--- src/rtl/multi_channel_timer.sv ---
// N_CH independent down-counting timers (one-shot or periodic) with start/stop/pause,
// registered expiry pulse, sticky expiry flag and a combinational count readback mux.

module mct_channel #(
  parameter int WIDTH = 16
) (
  input  logic             clk,
  input  logic             reset_n,
  input  logic             start,
  input  logic             stop,
  input  logic             pause,
  input  logic             periodic,
  input  logic [WIDTH-1:0] delay,
  input  logic             clear_expired,
  output logic             tick,
  output logic             expired,
  output logic             busy,
  output logic [WIDTH-1:0] count
);
  typedef enum logic {IDLE = 1'b0, RUN = 1'b1} state_t;

  state_t           state_q, state_d;
  logic [WIDTH-1:0] cnt_q, cnt_d, dly_q, dly_d;
  logic             per_q, per_d, tick_q, tick_d, exp_q, exp_d;

  always_ff @(posedge clk or negedge reset_n) begin
    if (!reset_n) begin
      state_q <= IDLE;
      cnt_q   <= '0;
      dly_q   <= '0;
      per_q   <= 1'b0;
      tick_q  <= 1'b0;
      exp_q   <= 1'b0;
    end else begin
      state_q <= state_d;
      cnt_q   <= cnt_d;
      dly_q   <= dly_d;
      per_q   <= per_d;
      tick_q  <= tick_d;
      exp_q   <= exp_d;
    end
  end

  // stop > start > pause > count; a restart in RUN swallows an expiry due this cycle
  always_comb begin
    state_d = state_q;
    cnt_d   = cnt_q;
    dly_d   = dly_q;
    per_d   = per_q;
    tick_d  = 1'b0;
    if (stop) begin
      state_d = IDLE;
      cnt_d   = '0;
    end else if (start) begin
      state_d = RUN;
      cnt_d   = delay;
      dly_d   = delay;
      per_d   = periodic;
    end else if (state_q == RUN && !pause) begin
      if (cnt_q != '0) begin
        cnt_d = cnt_q - WIDTH'(1);
      end else begin
        tick_d = 1'b1;
        if (per_q) cnt_d = dly_q;
        else       state_d = IDLE;
      end
    end
    exp_d = tick_d | (exp_q & ~clear_expired);
  end

  always_comb begin
    tick    = tick_q;
    expired = exp_q;
    busy    = (state_q == RUN);
    count   = cnt_q;
  end
endmodule

module multi_channel_timer #(
  parameter int N_CH  = 4,
  parameter int WIDTH = 16,
  parameter int SEL_W = (N_CH > 1) ? $clog2(N_CH) : 1
) (
  input  logic                    clk,
  input  logic                    reset_n,
  input  logic [N_CH-1:0]         start,
  input  logic [N_CH-1:0]         stop,
  input  logic [N_CH-1:0]         pause,
  input  logic [N_CH-1:0]         periodic,
  input  logic [N_CH*WIDTH-1:0]   delay,
  input  logic [N_CH-1:0]         clear_expired,
  input  logic [SEL_W-1:0]        rd_sel,
  output logic [N_CH-1:0]         tick,
  output logic [N_CH-1:0]         expired,
  output logic [N_CH-1:0]         busy,
  output logic                    any_expired,
  output logic [WIDTH-1:0]        rd_count
);
  logic [N_CH-1:0][WIDTH-1:0] cnt;

  for (genvar g = 0; g < N_CH; g++) begin : g_ch
    mct_channel #(.WIDTH(WIDTH)) u_ch (
      .clk          (clk),
      .reset_n      (reset_n),
      .start        (start[g]),
      .stop         (stop[g]),
      .pause        (pause[g]),
      .periodic     (periodic[g]),
      .delay        (delay[g*WIDTH +: WIDTH]),
      .clear_expired(clear_expired[g]),
      .tick         (tick[g]),
      .expired      (expired[g]),
      .busy         (busy[g]),
      .count        (cnt[g])
    );
  end

  assign any_expired = |expired;

  // selects that match no channel fall through to zero
  always_comb begin
    rd_count = '0;
    for (int i = 0; i < N_CH; i++)
      if (rd_sel == SEL_W'(i)) rd_count = cnt[i];
  end
endmodule

--- config.mk ---
export PLATFORM = sky130hd
export DESIGN_NAME = multi_channel_timer
export DESIGN_NICKNAME = d
export VERILOG_FILES = /design/src/rtl/multi_channel_timer.sv
export SDC_FILE = /design/constraint.sdc
export NUM_CORES = 1
export LEC_CHECK = 0
export CAP_MARGIN = 20
export CORE_UTILIZATION = 55
export CTS_BUF_LIST = sky130_fd_sc_hd__clkbuf_8
export CTS_CLUSTER_SIZE = 20
export DETAILED_ROUTE_END_ITERATION = 10
export GPL_TIMING_DRIVEN = 0
export PLACE_DENSITY = 0.88
export SKIP_CTS_REPAIR_TIMING = 1
export SKIP_LAST_GASP = 1
export SLEW_MARGIN = 20
export SYNTH_ARGS = -nofsm -noshare
export SYNTH_HDL_FRONTEND = slang
export SYNTH_SLANG_ARGS = --single-unit
--- constraint.sdc ---
create_clock -name clk -period 5.4 [get_ports clk]
set_input_delay 0.54 -clock clk [delete_from_list [all_inputs] [get_ports clk]]
set_output_delay 0.54 -clock clk [all_outputs]
set_load 0.1 [all_outputs]
==> flow_metrics.env, run 1 <==
export IMPL_status="finished with violations"
export IMPL_violations="design-rule violations"
export IMPL_die_x_um=125
export IMPL_syn_to_final_growth_pct=22.1
export IMPL_final_period_utilization=0.688
export IMPL_drtIter0Drc=985
export IMPL_grt_pass1_wl_mm=40.2
export IMPL_critPathMaxFanout=10
export IMPL_clockBufferDepth=2
export IMPL_yosysWarnings=0
export IMPL_rsz0062_at_grt="false"
export IMPL_p_switching_w=0.00110
export IMPL_yosys_most_used_dff="dfrtp_1"
export IMPL_async_flop_share=1.00
export IMPL_globalplace_congestion=0.928
export IMPL_grt_max_degree=90
export IMPL_worstSetupStartpointType="input port"
export IMPL_final_antenna_net_count=0
export IMPL_die_h_um=125
export IMPL_crit_slowest_cell="clkdlybuf4s50_1"
export IMPL_ir_worst_vdd_v=0.000180
export IMPL_p_int_w=0.00207
export IMPL_syn_avg_cell_area_um2=8.45
export IMPL_startpoint="rd_sel[0]"
export IMPL_finalHoldViolations=0
export IMPL_core_mm2=0.0147
export IMPL_insertion_delay_ns=0.46
export IMPL_track_usage=0.325
export IMPL_setup_worst_path_class="in2out"
export IMPL_r2r_start="g_ch[1].u_ch.count[7]"
export IMPL_fin_area_mm2=0.0102
export IMPL_p_per_area_mw_per_mm2=310
export IMPL_wl_per_cell_um=18.4
export IMPL_clock_skew_ns=0.0123
export IMPL_vias=8156
export IMPL_viasPerCell=6.17
export IMPL_fillers=1161
export IMPL_critPathRequiredTime_ns=4.86
export IMPL_arrival_ns=3.18
export IMPL_cts_tree="done"
export IMPL_yosysSeqAreaShare=0.430
export IMPL_p_leak_nw=4.59
export IMPL_finalSetupTns_ns=0
export IMPL_drc=5
export IMPL_seq_power_share=0.421
export IMPL_placed_area_mm2=0.00979
export IMPL_cts_buffers=17
export IMPL_synth_area_top_cells="dfrtp_1 (43%), nand2_1 (12%), mux4_2 (4.3%)"
export IMPL_p_clk_frac=0.302
export IMPL_fin_crit_ns=3.72
export IMPL_max_freq_ghz=0.269
export IMPL_syn_area_mm2=0.00838
export IMPL_yosysMostFrequentCell="nand2_1"
export IMPL_synthDominantCellAreaShare=0.430
export IMPL_synth_common_cells="nand2_1 (272), dfrtp_1 (144), nor2_1 (78), o21ai_0 (51), clkbuf_1 (48)"
export IMPL_drv_slew=0
export IMPL_synth_net_count=1087
export IMPL_crit_buf_inv=3
export IMPL_worstMarginPinSlew_ns=0.999
export IMPL_path_delay_family="buffers and inverters"
export IMPL_maxCapViolCount=0
export IMPL_grt_pass1_vias=7942
export IMPL_drive_above_1_share=0.0721
export IMPL_design_portCount=117
export IMPL_synth_seq_cells=144
export IMPL_start_util=0.570
export IMPL_p_sw_frac=0.348
export IMPL_relSlewSlack=0.328
export IMPL_instances_no_fill=1321
export IMPL_wl_mm=24.3
export IMPL_hold_ws_ns=0.0471
export IMPL_hpwl_mm=17.8
export IMPL_cts_root_buf="clkbuf_8"
export IMPL_critPathCaptureType="primary output"
export IMPL_finalSetupViolCount=0
export IMPL_synth_enable_flop_cells=0
export IMPL_place_inst=1290
export IMPL_die_area_mm2=0.0157
export IMPL_rows=44
export IMPL_clk_pin_slew_worst_paths_ns=0.08
export IMPL_fin_nets=1221
export IMPL_num_antenna_cells=0
export IMPL_firstDrtPassIters=8
export IMPL_clock_sinks=144
export IMPL_slowest_delay_ns=1.00
export IMPL_cts_max_level=4
export IMPL_hold_class="in2async"
export IMPL_synth_cell_types=65
export IMPL_numPortBuffers=114
export IMPL_syn_inst=991
export IMPL_comb_power_share=0.277
export IMPL_antenna_found_initial=1
export IMPL_grt_overflow_total=0
export IMPL_critical_path_cell_chain="clkbuf_1 -> buf_1 -> mux4_2 -> clkdlybuf4s50_1"
export IMPL_synth_area_leader_cell="dfrtp_1"
==> sequential cells by signal, summed over array words and instances (netlist names) <==
signal	flops
g_ch.u_ch.count	64
g_ch.u_ch.per_q	4
g_ch.u_ch.expired	4
g_ch.u_ch.busy	4
g_ch.u_ch.tick	4
g_ch.u_ch.dly_q	64
==> cell type report <==
cell class                      count  area [um2]  share of cell area
Sequential cell                   144        3600               0.352
Clock buffer                       20         275              0.0269
Tap cell                          184         230              0.0225
Multi-Input combinational cell    758        4390               0.429
Buffer                             68         320              0.0313
Inverter                           21        78.8             0.00770
Clock inverter                     11         163              0.0159
Timing Repair Buffer              115        1170               0.115
==> routing by layer <==
| layer | vias to the layer above | share of wire | track usage |
|---|---|---|---|
| met5 | - | 0.00066 | 0 |
| met2 | 467 | 0.47 | 0.513 |
| met3 | 83 | 0.092 | 0.0749 |
| li1 | 3739 | - | - |
| met1 | 3865 | 0.40 | 0.422 |
| met4 | 2 | 0.039 | 0.166 |
==> logic make-up (layout without fill, tap and decap cells) <==
group,after synthesis,in the layout,share of synthesized area
buffers and inverters,89,235,0.0476
flip-flops,144,144,0.430
XOR/XNOR,31,31,0.0324
AO/OA/AOI/OAI,202,202,0.161
multiplexers,22,22,0.0503
adder cells (fa/ha/maj),8,8,0.0119
AND/OR/NAND/NOR,495,495,0.266
==> cell usage in the layout, fill, tap and decap left out, types with 9 or more instances in the layout <==
master	n
clkbuf_1	48
nand2b_1	10
a22o_1	11
o21ai_0	51
or3_1	12
clkbuf_8	20
mux4_2	16
xnor2_1	16
inv_1	22
nor2_1	78
dfrtp_1	144
nand3_1	19
xor2_1	15
a31oi_1	14
nor2b_1	15
o211ai_1	19
clkdlybuf4s50_1	113
buf_4	12
a211oi_1	20
nand2_1	272
a21oi_1	35
nor3_1	28
nor4_1	9
==> per-stage QoR <==
stage / utilization / total power (W) / worst slack, ns
floorplan: - / 0.00192 / 2.59
global placement: 0.663 / 0.00218 / -1.93
detailed placement: 0.666 / 0.00221 / 1.64
CTS: 0.696 / 0.00316 / 1.64
global route: 0.696 / 0.00331 / 1.49
finish: 0.696 / 0.00317 / 1.68
==> worst paths after layout <==
check	to	slack [ns]	cells after the start
setup / recovery	rd_count[14]	1.68	4
hold / removal	g_ch[0].u_ch.count[6]	0.05	1
setup reg to reg	g_ch[1].u_ch.count[10]	2.28	6
hold reg to reg	g_ch[3].u_ch.dly_q[15]	0.47	2
max in group asynchronous	g_ch[3].u_ch.dly_q[6]	4.65	2
min in group clk	g_ch[3].u_ch.dly_q[15]	0.47	2
==> power by group through the flow <==
stage | logic (W) | registers (W) | clock network, W
after floorplan | 0.000622 | 0.00129 | 0
after global placement | 0.000838 | 0.00134 | 0
after detailed placement | 0.000865 | 0.00135 | 0
after CTS | 0.000870 | 0.00133 | 0.000959
after global routing | 0.000958 | 0.00135 | 0.00101
final | 0.000878 | 0.00134 | 0.000957
(Power assumes the default switching activity.)
==> inputs of run 2 (changes only) <==
CORE_UTILIZATION = 52   (was 55)
PLACE_DENSITY = 0.87   (was 0.88)
clock period = 3.1 ns   (was 5.4 ns; I/O delays follow)
==> flow_metrics.env, run 2 (same netlist as run 1, synthesis figures left out) <==
export IMPL_status="finished clean"
export IMPL_ir_worst_vdd_v=0.000322
export IMPL_finalHoldViolations=0
export IMPL_track_usage=0.310
export IMPL_viasPerCell=6.07
export IMPL_wl_mm=24.6
export IMPL_vias=8219
export IMPL_num_antenna_cells=0
export IMPL_critPathCaptureType="primary output"
export IMPL_die_area_mm2=0.0166
export IMPL_final_common_cell="nand2_1"
export IMPL_hpwl_mm=17.8
export IMPL_design_portCount=117
export IMPL_fin_area_mm2=0.0103
export IMPL_max_freq_ghz=0.333
export IMPL_cts_root_buf="clkbuf_8"
export IMPL_die_x_um=129
export IMPL_clock_sinks=144
export IMPL_grt_max_degree=101
export IMPL_clock_skew_ns=0.0164
export IMPL_crit_buf_inv=3
export IMPL_core_mm2=0.0158
export IMPL_final_antenna_net_count=0
export IMPL_grt_pass1_wl_mm=39.3
export IMPL_antenna_found_initial=0
export IMPL_clk_pin_slew_worst_paths_ns=0.08
export IMPL_setup_worst_path_class="in2out"
export IMPL_fillers=1302
export IMPL_firstDrtPassIters=6
export IMPL_multi_input_area_mm2=0.00440
export IMPL_regArea_mm2=0.00360
export IMPL_drtIter0Drc=967
export IMPL_finalSetupViolCount=0
export IMPL_p_leak_nw=4.68
export IMPL_wl_per_cell_um=18.1
export IMPL_drive_above_1_share=0.0747
export IMPL_slowest_delay_ns=0.99
export IMPL_maxCapViolCount=0
export IMPL_grt_pass1_vias=7762
export IMPL_worstSetupStartpointType="input port"
export IMPL_instances_no_fill=1354
export IMPL_globalplace_congestion=0.953
export IMPL_syn_to_final_growth_pct=22.8
export IMPL_layout_common_cells="nand2_1 (272), dfrtp_1 (144), clkdlybuf4s50_1 (106), nor2_1 (78), o21ai_0 (51)"
export IMPL_drc=0
export IMPL_arrival_ns=2.69
export IMPL_insertion_delay_ns=0.48
export IMPL_critical_path_cell_chain="clkbuf_1 -> clkbuf_2 -> mux4_2 -> clkdlybuf4s50_1"
export IMPL_worstMarginPinSlew_ns=1.01
export IMPL_crit_slowest_cell="clkdlybuf4s50_1"
export IMPL_placed_area_mm2=0.00983
export IMPL_cts_tree="done"
export IMPL_fin_nets=1222
export IMPL_clockBufferDepth=2
export IMPL_drv_slew=0
export IMPL_die_h_um=129
export IMPL_rsz0062_at_grt="true"
export IMPL_cts_max_level=4
export IMPL_place_inst=1322
export IMPL_hold_ws_ns=0.308
export IMPL_path_delay_family="buffers and inverters"
export IMPL_critPathRequiredTime_ns=2.79
export IMPL_critPathMaxFanout=10
export IMPL_grt_overflow_total=0
export IMPL_start_util=0.529
export IMPL_fin_crit_ns=3.00
export IMPL_rows=46
export IMPL_relSlewSlack=0.319
export IMPL_cts_buffers=17
export IMPL_final_period_utilization=0.969
export IMPL_numPortBuffers=114
export IMPL_hold_class="in2async"
export IMPL_p_per_area_mw_per_mm2=530
run 2: area by class of cell:
type,count,share of cell area
Clock buffer,20,0.0267
Tap cell,216,0.0263
Clock inverter,11,0.0134
Buffer,68,0.0312
Sequential cell,144,0.350
Timing Repair Buffer,116,0.117
Multi-Input combinational cell,758,0.428
Inverter,21,0.00766
run 2: worst register-to-register path, cell delays in order (launching register included):
cell and delay [ns]:
dfrtp_1 0.44, inv_1 0.15, ha_1 0.16, or4b_1 0.52
or4_4 0.51, buf_6 0.15, o21a_4 0.23, nor3_4 0.36
nor2_2 0.10, a22o_1 0.20
run 2: metrics by stage:
step,setup WS [ns],TNS (ns),util,power (W)
after floorplan,0.491,0,-,0.00334
after global placement,-4.05,-582.86,0.618,0.00380
after detailed placement,-0.189,-1.56,0.621,0.00385
after CTS,-0.189,-1.54,0.647,0.00542
after global routing,-0.0776,-0.0776,0.650,0.00570
final,0.0960,0,0.650,0.00545
run 2: power by group:
part	switching [W]	internal, W
Combinational	0.000946	0.000595
Sequential	0.000250	0.00208
Clock	0.000736	0.000847
run 2: final timing paths:
check,start,to,slack (ns),depth (start not counted)
max,rd_sel[0],rd_count[14],0.1,4
min,reset_n,g_ch[3].u_ch.dly_q[10],0.31,2
max reg2reg,g_ch[0].u_ch.count[0],g_ch[0].u_ch.count[2],0.16,9
min reg2reg,g_ch[3].u_ch.dly_q[15],g_ch[3].u_ch.dly_q[15],0.47,2
max in group asynchronous,reset_n,g_ch[0].u_ch.count[11],2.00,3
min in group clk,periodic[0],g_ch[0].u_ch.per_q,0.37,3
run 2: routing by layer:
layer	up-vias	track usage	routed length [um]
li1	3735	-	-
met1	3933	0.399	9630
met2	473	0.484	11600
met3	78	0.0761	2390
met4	0	0.165	963
met5	-	0	0
==> inputs of run 3 (changes only) <==
CORE_UTILIZATION = 55   (was 52)
DONT_BUFFER_PORTS = 1   (was unset)
PLACE_DENSITY = 0.81   (was 0.87)
==> flow_metrics.env, run 3 (same netlist as run 1, synthesis figures left out) <==
export IMPL_globalplace_congestion=0.954
export IMPL_setup_worst_path_class="reg2reg"
export IMPL_wl_mm=24.4
export IMPL_syn_to_final_growth_pct=15.7
export IMPL_worstMarginPinSlew_ns=1.07
export IMPL_place_inst=1175
export IMPL_critPathMaxFanout=9
export IMPL_p_sw_frac=0.338
export IMPL_antenna_found_initial=0
export IMPL_comb_power_share=0.251
export IMPL_final_period_utilization=0.959
export IMPL_wl_per_cell_um=19.3
export IMPL_fin_nets=1164
export IMPL_grt_pass1_vias=7327
export IMPL_p_leak_nw=4.39
export IMPL_status="finished with violations"
export IMPL_vias=7839
export IMPL_drive_above_1_share=0.0751
export IMPL_numPortBuffers=0
export IMPL_grtUsageMet1=0.407
export IMPL_firstDrtPassIters=8
export IMPL_drc=8
export IMPL_fin_ws_ns=0.128
export IMPL_num_antenna_cells=0
export IMPL_critPathCaptureType="flop"
export IMPL_rsz0062_at_grt="false"
export IMPL_p_per_area_mw_per_mm2=568
export IMPL_finalHoldViolations=153
export IMPL_crit_buf_inv=2
export IMPL_design_portCount=117
export IMPL_cts_tree="done"
export IMPL_max_freq_ghz=0.336
export IMPL_worstSetupStartpointType="flop"
export IMPL_die_x_um=125
export IMPL_p_switching_w=0.00186
export IMPL_grt_overflow_total=0
export IMPL_hold_ws_ns=-0.469
export IMPL_critPathRequiredTime_ns=3.46
export IMPL_start_util=0.570
export IMPL_p_int_w=0.00364
export IMPL_violations="design-rule violations, negative hold slack"
export IMPL_drtIter0Drc=886
export IMPL_insertion_delay_ns=0.48
export IMPL_grtUsageMet2=0.482
export IMPL_grt_max_degree=145
export IMPL_seq_power_share=0.423
export IMPL_final_antenna_net_count=0
export IMPL_layout_common_cells="nand2_1 (272), dfrtp_1 (144), nor2_1 (78), dlygate4sd3_1 (58), o21ai_0 (51)"
export IMPL_track_usage=0.311
export IMPL_arrival_ns=3.33
export IMPL_final_common_cell="nand2_1"
export IMPL_instances_no_fill=1263
export IMPL_maxCapViolCount=0
export IMPL_critical_path_cell_chain="inv_1 -> ha_1 -> or4b_1 -> or4_4 -> buf_6 -> o21a_4 -> nor3_4 -> nor2_2 -> a22o_1"
export IMPL_path_delay_family="simple AND/OR/NAND/NOR gates"
export IMPL_cts_root_buf="clkbuf_8"
export IMPL_clock_skew_ns=0.0141
export IMPL_hold_class="in2async"
export IMPL_grt_busiest_layer="met2"
export IMPL_grt_pass1_wl_mm=37.8
export IMPL_crit_slowest_cell="or4b_1"
export IMPL_relSlewSlack=0.282
export IMPL_pre_cts_ws_ns=-0.00273
export IMPL_slowest_delay_ns=0.53
export IMPL_clk_pin_slew_worst_paths_ns=0.08
export IMPL_finalSetupViolCount=0
export IMPL_viasPerCell=6.21
export IMPL_die_area_mm2=0.0157
export IMPL_hpwl_mm=17.1
export IMPL_p_clk_frac=0.327
export IMPL_cts_buffers=17
export IMPL_clock_sinks=144
export IMPL_core_mm2=0.0147
export IMPL_cts_max_level=4
export IMPL_rows=44
export IMPL_use_met3=0.0856
export IMPL_clockBufferDepth=2
export IMPL_fin_crit_ns=2.97
export IMPL_die_h_um=125
export IMPL_drv_slew=0
export IMPL_ir_worst_vdd_v=0.000473
-- run 3: changes by cell type in the layout (fill, tap and decap cells not counted), sizes merged --
cell / before / now
buf: 21 / 20
bufinv: 3 / 6
clkbuf: 69 / 67
clkdlybuf4s50: 106 / 0
clkinv: 5 / 2
clkinvlp: 3 / 2
dlygate4sd3: 1 / 58
dlymetal6s2s: 7 / 0
inv: 21 / 22
-- run 3: routing by layer --
metal	vias up	share of wire
met4	0	0.033
met5	-	0
met2	416	0.47
met3	70	0.097
met1	3726	0.40
li1	3627	-
-- run 3: per-stage QoR --
stage	TNS, ns	area, um2	hold WS, ns	utilization	total power [W]
after floorplan	0	8380	0.0144	-	0.00334
after global placement	0	8610	0.0208	0.586	0.00359
after detailed placement	-0.00273	8610	0.0195	0.586	0.00363
after CTS	-0.0340	9090	-0.489	0.618	0.00542
after global routing	0	9700	-0.478	0.660	0.00574
final	0	9700	-0.469	0.660	0.00550
-- run 3: final cells by class --
class | instances | area [um2]
Fill cell | 1231 | 5000
Buffer | 68 | 320
Inverter | 21 | 78.8
Clock inverter | 11 | 213
Clock buffer | 19 | 262
Tap cell | 184 | 230
Sequential cell | 144 | 3600
Timing Repair Buffer | 58 | 581
Multi-Input combinational cell | 758 | 4410
-- run 3: path summary, 6_finish.rpt --
path,from,to,slack (ns),depth (start not counted)
worst max register to register,g_ch[0].u_ch.count[0],g_ch[0].u_ch.count[1],0.13,9
min in group clk,delay[29],g_ch[1].u_ch.dly_q[13],-0.02,2
max in group asynchronous,reset_n,g_ch[3].u_ch.count[8],3.31,0
worst min register to register,g_ch[3].u_ch.dly_q[15],g_ch[3].u_ch.dly_q[15],0.47,2
worst max-delay path,g_ch[0].u_ch.count[0],g_ch[0].u_ch.count[1],0.13,9
worst min-delay path,reset_n,g_ch[0].u_ch.count[6],-0.47,0
-- run 3: power groups by stage --
stage / clock network, W / registers, W / logic (W)
after floorplan: 0 / 0.00225 / 0.00108
after global placement: 0 / 0.00234 / 0.00125
after detailed placement: 0 / 0.00234 / 0.00128
after CTS: 0.00182 / 0.00231 / 0.00129
after global routing: 0.00189 / 0.00235 / 0.00150
final: 0.00180 / 0.00233 / 0.00138
